===== config.mk =====
export PLATFORM = sky130hd
export DESIGN_NAME = hazard_control_unit_flat
export DESIGN_NICKNAME = d
export VERILOG_FILES = /design/src/rtl/hazard_control_unit_if.sv /design/src/rtl/hazard_control_unit.sv /design/src/flat_wrapper.sv
export SDC_FILE = /design/constraint.sdc
export NUM_CORES = 1
export LEC_CHECK = 0
export ABC_CLOCK_PERIOD_IN_PS = 2900
export CAP_MARGIN = 20
export CORE_MARGIN = 1
export CORE_UTILIZATION = 46
export CTS_BUF_LIST = sky130_fd_sc_hd__clkbuf_4 sky130_fd_sc_hd__clkbuf_8 sky130_fd_sc_hd__clkbuf_16
export CTS_CLUSTER_SIZE = 40
export DETAILED_ROUTE_END_ITERATION = 10
export GPL_ROUTABILITY_DRIVEN = 1
export GPL_TIMING_DRIVEN = 0
export PLACE_DENSITY_LB_ADDON = 0.05
export SYNTH_ARGS = -nofsm -noshare
export SYNTH_HDL_FRONTEND = slang
export SYNTH_SLANG_ARGS = --single-unit

===== constraint.sdc =====
create_clock -name clk -period 2.9 [get_ports clk]
set_input_delay 0.58 -clock clk [delete_from_list [all_inputs] [get_ports clk]]
set_output_delay 0.58 -clock clk [all_outputs]
set_load 0.005 [all_outputs]

===== src/rtl/hazard_control_unit_if.sv =====
// Hazard-control bundle between the pipeline datapath (master) and the hazard unit (slave).
// Carries ID/EX operand info in and the PC / pipeline-register controls out.
interface hazard_control_unit_if;
    logic [4:0]  id_rs1_addr;
    logic [4:0]  id_rs2_addr;
    logic        id_uses_rs1;
    logic        id_uses_rs2;
    logic [4:0]  ex_rd_addr;
    logic        ex_mem_read;
    logic        ex_pc_src;
    logic        pc_write_en;
    logic        if_id_write_en;
    logic        if_id_flush;
    logic        id_ex_flush;
    logic        busy;
    logic [31:0] bubble_count;

    modport master (
        output id_rs1_addr, id_rs2_addr, id_uses_rs1, id_uses_rs2,
        output ex_rd_addr, ex_mem_read, ex_pc_src,
        input  pc_write_en, if_id_write_en, if_id_flush, id_ex_flush, busy, bubble_count
    );

    modport slave (
        input  id_rs1_addr, id_rs2_addr, id_uses_rs1, id_uses_rs2,
        input  ex_rd_addr, ex_mem_read, ex_pc_src,
        output pc_write_en, if_id_write_en, if_id_flush, id_ex_flush, busy, bubble_count
    );
endinterface


===== src/rtl/hazard_control_unit.sv =====
// Load-use stall and taken-branch flush control for the 5-stage pipeline, with
// multi-cycle stretching and a saturating bubble counter.
module hazard_control_unit #(
    parameter int unsigned LOAD_STALL_CYCLES = 1,
    parameter int unsigned FLUSH_CYCLES      = 1,
    parameter int unsigned CNT_W             = 4
) (
    input logic                  clk,
    input logic                  reset,
    hazard_control_unit_if.slave hz
);
    typedef enum logic [1:0] {StIdle, StLoadStall, StFlush} state_e;

    localparam logic [CNT_W-1:0] StallLast = CNT_W'(LOAD_STALL_CYCLES - 1);
    localparam logic [CNT_W-1:0] FlushLast = CNT_W'(FLUSH_CYCLES - 1);
    localparam logic [CNT_W-1:0] CntOne    = CNT_W'(1);

    state_e           state_q, state_d;
    logic [CNT_W-1:0] cnt_q, cnt_d;
    logic [31:0]      bubble_q;
    logic             lu;

    assign lu = hz.ex_mem_read && (hz.ex_rd_addr != 5'd0) &&
                ((hz.id_uses_rs1 && (hz.id_rs1_addr == hz.ex_rd_addr)) ||
                 (hz.id_uses_rs2 && (hz.id_rs2_addr == hz.ex_rd_addr)));

    always_comb begin
        state_d           = state_q;
        cnt_d             = cnt_q;
        hz.pc_write_en    = 1'b1;
        hz.if_id_write_en = 1'b1;
        hz.if_id_flush    = 1'b0;
        hz.id_ex_flush    = 1'b0;

        // A taken branch wins in every state: the ID instruction is dead anyway.
        if (hz.ex_pc_src) begin
            hz.if_id_flush = 1'b1;
            hz.id_ex_flush = 1'b1;
            if (FLUSH_CYCLES > 1) begin
                state_d = StFlush;
                cnt_d   = CntOne;
            end else begin
                state_d = StIdle;
                cnt_d   = '0;
            end
        end else begin
            unique case (state_q)
                StIdle: begin
                    if (lu) begin
                        hz.pc_write_en    = 1'b0;
                        hz.if_id_write_en = 1'b0;
                        hz.id_ex_flush    = 1'b1;
                        if (LOAD_STALL_CYCLES > 1) begin
                            state_d = StLoadStall;
                            cnt_d   = CntOne;
                        end
                    end
                end
                StLoadStall: begin
                    hz.pc_write_en    = 1'b0;
                    hz.if_id_write_en = 1'b0;
                    hz.id_ex_flush    = 1'b1;
                    if (cnt_q == StallLast) begin
                        state_d = StIdle;
                        cnt_d   = '0;
                    end else begin
                        cnt_d = cnt_q + CntOne;
                    end
                end
                StFlush: begin
                    hz.if_id_flush = 1'b1;
                    hz.id_ex_flush = 1'b1;
                    if (cnt_q == FlushLast) begin
                        state_d = StIdle;
                        cnt_d   = '0;
                    end else begin
                        cnt_d = cnt_q + CntOne;
                    end
                end
                default: begin
                    state_d = StIdle;
                    cnt_d   = '0;
                end
            endcase
        end

        if (reset) begin
            hz.pc_write_en    = 1'b0;
            hz.if_id_write_en = 1'b0;
            hz.if_id_flush    = 1'b1;
            hz.id_ex_flush    = 1'b1;
        end
    end

    always_ff @(posedge clk or posedge reset) begin
        if (reset) begin
            state_q  <= StIdle;
            cnt_q    <= '0;
            bubble_q <= '0;
        end else begin
            state_q <= state_d;
            cnt_q   <= cnt_d;
            if (hz.id_ex_flush && (bubble_q != 32'hFFFF_FFFF)) begin
                bubble_q <= bubble_q + 32'd1;
            end
        end
    end

    assign hz.busy         = (state_q != StIdle);
    assign hz.bubble_count = bubble_q;
endmodule


===== src/flat_wrapper.sv =====
// flat-port wrapper written by rule: the top's interface ports become plain ports
module hazard_control_unit_flat 
#(
    parameter int unsigned LOAD_STALL_CYCLES = 1,
    parameter int unsigned FLUSH_CYCLES      = 1,
    parameter int unsigned CNT_W             = 4
)
  (clk, reset, hz_id_rs1_addr, hz_id_rs2_addr, hz_id_uses_rs1, hz_id_uses_rs2, hz_ex_rd_addr, hz_ex_mem_read, hz_ex_pc_src, hz_pc_write_en, hz_if_id_write_en, hz_if_id_flush, hz_id_ex_flush, hz_busy, hz_bubble_count);
  hazard_control_unit_if hz_i ();
  input logic clk;
  input logic reset;
  input wire logic [$bits(hz_i.id_rs1_addr)-1:0] hz_id_rs1_addr;
  input wire logic [$bits(hz_i.id_rs2_addr)-1:0] hz_id_rs2_addr;
  input wire logic [$bits(hz_i.id_uses_rs1)-1:0] hz_id_uses_rs1;
  input wire logic [$bits(hz_i.id_uses_rs2)-1:0] hz_id_uses_rs2;
  input wire logic [$bits(hz_i.ex_rd_addr)-1:0] hz_ex_rd_addr;
  input wire logic [$bits(hz_i.ex_mem_read)-1:0] hz_ex_mem_read;
  input wire logic [$bits(hz_i.ex_pc_src)-1:0] hz_ex_pc_src;
  output wire logic [$bits(hz_i.pc_write_en)-1:0] hz_pc_write_en;
  output wire logic [$bits(hz_i.if_id_write_en)-1:0] hz_if_id_write_en;
  output wire logic [$bits(hz_i.if_id_flush)-1:0] hz_if_id_flush;
  output wire logic [$bits(hz_i.id_ex_flush)-1:0] hz_id_ex_flush;
  output wire logic [$bits(hz_i.busy)-1:0] hz_busy;
  output wire logic [$bits(hz_i.bubble_count)-1:0] hz_bubble_count;
  assign hz_i.id_rs1_addr = hz_id_rs1_addr;
  assign hz_i.id_rs2_addr = hz_id_rs2_addr;
  assign hz_i.id_uses_rs1 = hz_id_uses_rs1;
  assign hz_i.id_uses_rs2 = hz_id_uses_rs2;
  assign hz_i.ex_rd_addr = hz_ex_rd_addr;
  assign hz_i.ex_mem_read = hz_ex_mem_read;
  assign hz_i.ex_pc_src = hz_ex_pc_src;
  assign hz_pc_write_en = hz_i.pc_write_en;
  assign hz_if_id_write_en = hz_i.if_id_write_en;
  assign hz_if_id_flush = hz_i.if_id_flush;
  assign hz_id_ex_flush = hz_i.id_ex_flush;
  assign hz_busy = hz_i.busy;
  assign hz_bubble_count = hz_i.bubble_count;
  hazard_control_unit #(.LOAD_STALL_CYCLES(LOAD_STALL_CYCLES), .FLUSH_CYCLES(FLUSH_CYCLES), .CNT_W(CNT_W)) u_core (.clk(clk), .reset(reset), .hz(hz_i));
endmodule

After elaboration in Yosys (flattened, before gate mapping)
Index checks and enable logic that the tools add are counted.

operators by class
  add/subtract/negate cells = 2
  equal/unequal tests = 7
  muxes and demuxes = 17
  reductions and logical operators = 12

operators with widths
  kind                                                                      count
  32-bit by 1-bit adder with 32-bit output (second input constant)          1
  32-bit inequality test (second input constant)                            1
  5-bit equality test                                                       2
  1-bit 2-to-1 mux                                                          9
  4-bit 2-to-1 mux                                                          2
  4-bit case mux with 2 select lines                                        1
  1-bit logical AND                                                         5
  5-bit nonzero test                                                        1
  4-bit by 1-bit adder with 4-bit output (second input constant)            1
  4-bit zero test                                                           1
  2-bit 2-to-1 mux                                                          2
  1-bit case mux with 2 select lines                                        2
  2-bit case mux with 2 select lines                                        1
  3-bit by 1-bit inequality test with 1-bit output (second input constant)  1
  2-bit by 1-bit equality test with 1-bit output (second input constant)    1
  2-bit equality test (second input constant)                               1
  2-bit zero test                                                           1
  2-bit inequality test (second input constant)                             1
  2-bit AND reduction                                                       1
  2-bit nonzero test                                                        1
  2-bit OR reduction                                                        1
  1-bit logical OR                                                          1

word-level totals
  register bits = 38
  input bits = 21
  output and inout bits = 37
  word-level logic and storage cells = 41

Depth between registers and ports, before layout
Gate-level depths: netlist of the first run.

  word-level depth = 9
  gate-level depth with buffers = 8
  gate-level depth less buffers = 7

Worst setup path before layout of the first run
No wires, ideal clock.

  path type = input to output
  start point = input hz_ex_rd_addr[0]
  end point = output hz_pc_write_en
  arrival time = 1.666 ns
  required time = 2.320 ns
  slack = 0.654 ns
  stages = 4
  buffers on the path = 1
  path through = or4_1 o21a_1 a31oi_1 buf_4

between the ends
  longest elaborated chain between the ends = 8
  elaborated cells on any way between the ends = 12
  classes of those cells = eq/ne: 2; mux: 4; reduce/logical: 6

RTL lines
  element                                 RTL line                                              text
  start: declaration                      flat_wrapper.sv:16                                    input wire logic [$bits(hz_i.ex_rd_addr)-1:0] hz_ex_rd_addr;
  5-bit equality test (on tied branches)  hazard_control_unit.sv:24, hazard_control_unit.sv:25
  1-bit logical AND (on tied branches)    hazard_control_unit.sv:24, hazard_control_unit.sv:25
  1-bit logical OR                        hazard_control_unit.sv:24                             ((hz.id_uses_rs1 && (hz.id_rs1_addr == hz.ex_rd_addr)) ||
  1-bit logical AND *                     hazard_control_unit.sv:23                             assign lu = hz.ex_mem_read && (hz.ex_rd_addr != 5'd0) &&
  1-bit 2-to-1 mux *                      n/a
  1-bit case mux with 2 select lines *    n/a
  1-bit 2-to-1 mux * (2 in a row)         n/a
  end: declaration                        flat_wrapper.sv:19                                    output wire logic [$bits(hz_i.pc_write_en)-1:0] hz_pc_write_en;

Every way passes the cells marked *; elsewhere a longest branch is shown, timed or not.

Worst setup path in the final report of the first run
  start point = input hz_ex_rd_addr[3]
  end point = output hz_pc_write_en

between the ends
  longest elaborated chain between the ends = 8
  elaborated cells on any way between the ends = 12
  classes of those cells = eq/ne: 2; mux: 4; reduce/logical: 6

RTL lines
  element                                 RTL line                                              text
  5-bit equality test (on tied branches)  hazard_control_unit.sv:24, hazard_control_unit.sv:25
  1-bit logical AND (on tied branches)    hazard_control_unit.sv:24, hazard_control_unit.sv:25
  1-bit logical OR                        hazard_control_unit.sv:24
  1-bit logical AND *                     hazard_control_unit.sv:23
  1-bit 2-to-1 mux *                      hazard_control_unit.sv:49                             if (lu) begin
  1-bit case mux with 2 select lines *    hazard_control_unit.sv:47                             unique case (state_q)
  1-bit 2-to-1 mux *                      hazard_control_unit.sv:36                             if (hz.ex_pc_src) begin
  1-bit 2-to-1 mux *                      hazard_control_unit.sv:87                             if (reset) begin

Marks and branches as above.

==> impl_metrics.csv, run 1 <==
group,metric,value,unit
routing,drt_iter0_drc,130,
critical_path,crit_arrival,2.18,ns
global_routing,gr-total-overflow,0,
cells_and_area,drive_gt1_share,13.9,%
worst_hold_path,hp-class,"reg -> reg",
worst_hold_path,hold_depth,1,
timing,min_period,2.76,ns
critical_path,cp-start-kind,"input port",
cells_and_area,syn2layout_area_growth,45.9,%
synth,synth-async-reset-ratio,100,%
power,ir_drop,0.447,mV
global_routing,busiest_layer,"met2",
synth,synth.area.top_cells,"dfrtp_1 45%, xor2_1 12%, xnor2_1 8.4%",
global_routing,grt.total_usage,24.5,%
critical_path,timing.rr.start,"u_core.hz.bubble_count[25]",
synth,synthesis.nets,199,
power,internal_power,0.00113,W
synth,yosysTopAreaCell,"dfrtp_1",
cts,clk_latency,0.29,ns
synth,synth_top_area_share,45.3,%
power,switching_share,31.6,%
timing,fmax,0.362,GHz
die,start_util,48.3,%
synth,ys_seq_elements,32,
routing,routed_wirelength,4460,um
cts,postCtsHoldBufs,0,
critical_path,crit_fanout,3,
run_status,status,"completed",
cells_and_area,largest_reg_flops,32,
global_routing,grt_max_degree,23,
synth,netlist_area,1770,um^2
cells_and_area,antennaDiodeCount,0,
routing,routed-via-count,1576,
timing,setup_viol,0,
synth,ys_seq_area_share,45.3,%
power,pwr-share-comb,32.1,%
die,ioPinCount,58,
power,net-switching-power,0.000523,W
critical_path,crit_type,"in -> out",
global_routing,grt_pass1_vias,1644,
timing,slew_viol_final,0,
cts,cts_tree,"built",
cts,cts_made_buffers,5,
routing,viasPerCell,5.38,
routing,wl_per_cell,15.2,um
die,die_h,64.0,um
die,row_count,22,
synth,synth_cells,177,
timing,whs,0.505,ns
critical_path,crit_required,2.32,ns
critical_path,timing.rr.end,"u_core.hz.bubble_count[1]",
power,power_frac_clock,25.9,%
synth,synth_enable_flop_cells,0,
critical_path,reg2reg_slack,0.45,ns
placement,pre_cts_ws,-0.409,ns
placement,gp_congestion,0.796,
global_routing,met2_usage,42.0,%
synth,ys_types,30,
routing,drc,0,
global_routing,grt_pass1_wl,7620,um
timing,rsz0062_at_grt,"false",
global_routing,met3_usage,6.25,%
die,dieArea,4090,um^2
cells_and_area,post-route-util,70.4,%
timing,worst_pin_slew,0.587,ns
global_routing,antenna_found_initial,0,
timing,fin_ws,0.139,ns
timing,hold_viol,0,
synth,yosys_warnings,0,
cts,path_clk_slew,0.06,ns
power,p_seq_share,42.0,%
cts,htreeDepth,2,
placement,port_buffers,56,
worst_hold_path,worstHoldStart,"u_core.hz.bubble_count[7]",
cts,cts_buffer_depth,2,
worst_hold_path,hold_path_end,"u_core.hz.bubble_count[7]",
cells_and_area,final_nets,266,
global_routing,grtUsageMet1,29.7,%
placement,dpl.cell_count,282,
synth,avgSynthCellArea,9.98,um^2
cts,cts_root_buffer,"clkbuf_8",
power,power.density,642,nW/um^2
job,max_cap_violations,0,
power,power,0.00165,W
routing,ant_nets,0,
die,die_w,64.0,um
timing,slew-limit-headroom,60.6,%
critical_path,end_kind,"output pin",
timing,skew,0.00376,ns
critical_path,worstRegToRegCells,6,
placement,dpl.hpwl,3290,um
timing,finalCritPeriodShare,95.2,%
cts,cts_sinks,32,
synth,ys.flop_type,"dfrtp_1",
cells_and_area,stdcell_count,293,
power,leakage,1.02,nW
die,coreArea,3660,um^2
routing,drt_first_pass_iters,4,
cell families after synthesis:
| group | synth area share [%] |
|---|---|
| XOR/XNOR | 20.3 |
| flip-flops | 45.3 |
| AO/OA/AOI/OAI | 2.69 |
| AND/OR/NAND/NOR | 26.3 |
| adder cells (fa/ha/maj) | 0.708 |
| buffers and inverters | 3.82 |
| multiplexers | 0.637 |
| other | 0.212 |
repair_timing:
| item | CTS | global route |
|---|---|---|
| resized for setup | 13 | 3 |
| pin swaps | 4 | 4 |
| endpoints found under the setup margin | 3 | 2 |
| buffers inserted | 0 | 3 |
routing by layer:
metal  routed length [um]  up-vias
li1                     -      746
met1                 1870      783
met2                 2340       38
met3                  180        9
met4                   70        0
met5                    0        -
cell type report:
class,instances,area [um^2]
multi-input combinational,131,927
inverter,10,37.5
clock inverter,2,35.0
sequential,32,801
buffer,4,30.0
tap,48,60.1
fill,292,1080
timing repair buffer,60,611
clock buffer,6,76.3
worst max-delay path by stage:
stage / endpoint / from / cells after the start / slack [ns]
6_report: hz_pc_write_en / hz_ex_rd_addr[3] / 6 / 0.14
5_1_grt: hz_pc_write_en / hz_id_rs1_addr[4] / 7 / 0.06
2_1_floorplan: hz_pc_write_en / hz_ex_rd_addr[0] / 4 / 0.65
3_3_place_gp: hz_id_ex_flush / hz_ex_rd_addr[0] / 6 / -0.35
3_5_place_dp: hz_id_ex_flush / hz_ex_rd_addr[0] / 6 / -0.41
4_1_cts: hz_id_ex_flush / hz_ex_rd_addr[3] / 6 / -0.01
cell usage in the layout, fill, tap and decap left out, types with 2 or more instances in the layout:
| cell | instances |
|---|---|
| clkbuf_8 | 5 |
| clkdlybuf4s50_1 | 48 |
| xnor2_1 | 17 |
| nor3_1 | 15 |
| dlygate4sd2_1 | 5 |
| and3_1 | 3 |
| nor3_2 | 3 |
| or2_2 | 2 |
| nand2_1 | 13 |
| nand3_1 | 14 |
| nand4_1 | 7 |
| dfrtp_1 | 32 |
| nor2_1 | 9 |
| or4_4 | 2 |
| buf_4 | 7 |
| nor4_1 | 7 |
| inv_1 | 9 |
| dlymetal6s2s_1 | 2 |
| nor4_4 | 2 |
| xor2_1 | 24 |
metrics by stage:
| stage | cell area (um^2) | setup TNS, ns |
|---|---|---|
| after floorplan | 1770 | 0 |
| after global placement | 2390 | -0.955 |
| after detailed placement | 2410 | -1.10 |
| after CTS | 2550 | -0.0111 |
| after global routing | 2580 | 0 |
| final | 2580 | 0 |
Yosys cell counts, types with 2 or more instances:
| master | instances |
|---|---|
| nor2_1 | 9 |
| nor4_1 | 7 |
| and3_1 | 3 |
| or2_2 | 2 |
| dfrtp_1 | 32 |
| nor4_4 | 2 |
| nand4_1 | 7 |
| nor3_1 | 15 |
| nand2_1 | 13 |
| nand3_1 | 14 |
| or4_1 | 2 |
| nor3_2 | 3 |
| buf_4 | 4 |
| inv_1 | 9 |
| xor2_1 | 24 |
| xnor2_1 | 17 |
power groups by stage:
| stage | clock network (W) | logic (W) | registers [W] |
|---|---|---|---|
| after floorplan | 0 | 0.000222 | 0.000684 |
| after global placement | 0 | 0.000512 | 0.000692 |
| after detailed placement | 0 | 0.000526 | 0.000701 |
| after CTS | 0.000437 | 0.000533 | 0.000693 |
| after global routing | 0.000454 | 0.000584 | 0.000716 |
| final | 0.000428 | 0.000532 | 0.000695 |
critical path, stage by stage:
cell,delay [ns]
dlygate4sd2_1,0.28
or4_4,0.53
o21a_2,0.26
a31oi_2,0.17
buf_4,0.13
dlygate4sd2_1,0.22
No activity file was read; power rests on OpenSTA's default activity.
==> inputs of run 2 (changes only) <==
- ABC_AREA: default -> 1
- CORE_UTILIZATION: 46 -> 50
==> impl_metrics.csv, run 2 <==
group,metric,value,unit
run_status,status,"completed",
timing,setup_viol,0,
cells_and_area,final_nets,486,
cells_and_area,largest_reg_flops,32,
critical_path,max_stage_delay,0.50,ns
timing,skew,0.00853,ns
placement,dpl.cell_count,520,
routing,viasPerCell,5.03,
placement,pre_cts_ws,-0.376,ns
cts,cts_buffer_depth,2,
critical_path,cp_slowest_cell,"clkdlybuf4s50_1",
cells_and_area,final_common_cell,"nand2_1",
cells_and_area,num-fill-cells,408,
synth,synth-async-reset-ratio,100,%
critical_path,cp-start-kind,"input port",
cts,htreeDepth,2,
timing,finalSetupTns,0,ns
routing,wl_per_cell,12.3,um
worst_hold_path,hp-class,"reg -> reg",
synth,netlist_area,2460,um^2
critical_path,crit_fanout,2,
cells_and_area,drive_gt1_share,10.1,%
timing,hold_viol,0,
routing,drt_first_pass_iters,7,
cells_and_area,syn2layout_area_growth,33.7,%
critical_path,crit_arrival,2.20,ns
cells_and_area,stdcell_count,531,
synth,synthesis.nets,418,
synth,synthTopCellsByCount,"188 x nand2_1, 52 x nor2_1, 38 x nand3_1",
critical_path,crit_type,"in -> out",
cells_and_area,multiInputGateArea,1500,um^2
global_routing,antenna_found_initial,0,
power,power.density,359,nW/um^2
cells_and_area,antennaDiodeCount,0,
global_routing,grt_pass1_vias,2308,
global_routing,grt_max_degree,18,
power,leakage,1.63,nW
timing,fmax,0.360,GHz
synth,ys_seq_area_share,32.6,%
routing,routed-via-count,2673,
die,start_util,52.0,%
routing,ant_nets,0,
cts,path_clk_slew,0.06,ns
cts,cts_sinks,32,
synth,post-synth-top-count-cell,"nand2_1",
synth,synth_cells,396,
synth,synth.area.top_cells,"dfrtp_1 33%, nand2_1 29%, nor2_1 7.9%",
global_routing,gr-total-overflow,0,
synth,yosys_warnings,0,
synth,synth_top_area_share,32.6,%
global_routing,grt.total_usage,27.0,%
timing,fin_ws,0.120,ns
die,die_h,72.1,um
critical_path,path_cells,"clkdlybuf4s50_1 -> inv_1 -> nand2_1 -> nand2_1 -> nor2_1 -> nand3_1 -> nand2_1 -> nand2_2 -> o21ai_2 -> inv_1 -> clkdlybuf4s50_1",
critical_path,path_buf_inv,4,
synth,yosysTopAreaCell,"dfrtp_1",
die,dieArea,5200,um^2
timing,rsz0062_at_grt,"false",
die,row_count,25,
job,max_cap_violations,0,
critical_path,crit_required,2.32,ns
timing,min_period,2.78,ns
cts,cts_tree,"built",
timing,whs,0.546,ns
synth,ys_seq_elements,32,
cells_and_area,post-route-util,69.6,%
global_routing,grt_pass1_wl,10900,um
timing,slew_viol_final,0,
synth,ys.flop_type,"dfrtp_1",
cts,clk_latency,0.29,ns
cells_and_area,regArea,801,um^2
die,ioPinCount,58,
critical_path,end_kind,"output pin",
routing,routed_wirelength,6540,um
power,ir_drop,0.205,mV
placement,gp_congestion,0.962,
timing,finalCritPeriodShare,95.9,%
placement,dpl.hpwl,5130,um
critical_path,cp_common_cell,"nand2_1",
cts,cts_made_buffers,5,
routing,drc,0,
critical_path,reg2reg_slack,1.00,ns
synth,synth_enable_flop_cells,0,
cells_and_area,final_cell_mix,"186 x nand2_1, 51 x nor2_1, 46 x clkdlybuf4s50_1, 38 x nand3_1, 32 x dfrtp_1",
routing,drt_iter0_drc,185,
die,die_w,72.1,um
die,coreArea,4720,um^2
cts,cts_root_buffer,"clkbuf_8",
synth,ys_types,22,
synth,avgSynthCellArea,6.21,um^2
placement,port_buffers,56,
critical_path,critPathTopFamily,"buffers and inverters",
==> run 2: changes by cell type in the layout (fill, tap and decap cells not counted), sizes merged, moves of 11 or more <==
| cell | delta |
|---|---|
| xor2 | -15 |
| nor3 | -17 |
| nand2 | +176 |
| nand3b | +12 |
| nand3 | +25 |
| xnor2 | -11 |
| inv | +16 |
| nor2 | +49 |
==> run 2: kinds of logic after synthesis <==
logic type	count (synthesis)	share of synthesized area, %
simple gates	306	53.5
flops	32	32.6
buf+inv	39	7.54
xor+xnor	15	5.35
compound gates	2	0.407
fa+ha+maj	1	0.509
other cells	1	0.153
==> run 2: timing repair <==
item,4_1_cts,5_1_grt
endpoints found under the setup margin,3,3
hold buffers,0,0
buffers inserted,1,4
gates resized for setup,8,11
pin swaps,0,3
==> run 2: where the power goes <==
group          internal (W)  leakage (nW)  switching, W
Combinational      0.000163          1.15      0.000141
Sequential         0.000482         0.439     0.0000576
Clock              0.000172        0.0445      0.000166
==> run 2: layout make-up <==
| class | instances | share of cell area (%) |
|---|---|---|
| multi-input cells | 325 | 45.5 |
| flip-flops and latches | 32 | 24.4 |
| repair buffers | 62 | 19.5 |
| inverters | 27 | 3.20 |
| well taps | 67 | 2.55 |
| plain buffers | 11 | 2.40 |
| clock buffers | 6 | 2.32 |
| clock inverters | 1 | 0.152 |
==> run 2: path summary, 6_finish.rpt <==
kind                                                    to                 startpoint  depth (start not counted)
min in group asynchronous       u_core.hz.bubble_count[16]                      reset                          3
worst max register to register  u_core.hz.bubble_count[26]  u_core.hz.bubble_count[0]                         11
worst max-delay path                     hz_if_id_write_en          hz_id_rs1_addr[2]                         11
worst min register to register   u_core.hz.bubble_count[1]  u_core.hz.bubble_count[1]                          2
worst min-delay path             u_core.hz.bubble_count[1]  u_core.hz.bubble_count[1]                          2
max in group asynchronous        u_core.hz.bubble_count[5]                      reset                          4
==> run 2: stage by stage <==
step	area [um^2]	power, W
after floorplan	2460	0.000693
after global placement	3100	0.000837
after detailed placement	3130	0.000848
after CTS	3220	0.00119
after global routing	3290	0.00124
final	3290	0.00118
==> run 2: layer usage <==
metal	share of wire [%]	wire length (um)	track usage, %	up-vias
li1	-	-	-	1359
met1	46	3000	38.2	1193
met2	45	2940	42.9	108
met3	6.9	451	3.89	13
met4	2.2	144	7.84	0
met5	0	0	0	-
==> run 2: tightest hold or removal path: stages, from the launching register on <==
cell,delay [ns]
dfrtp_1,0.39
nand2_1,0.07
nand2_1,0.05
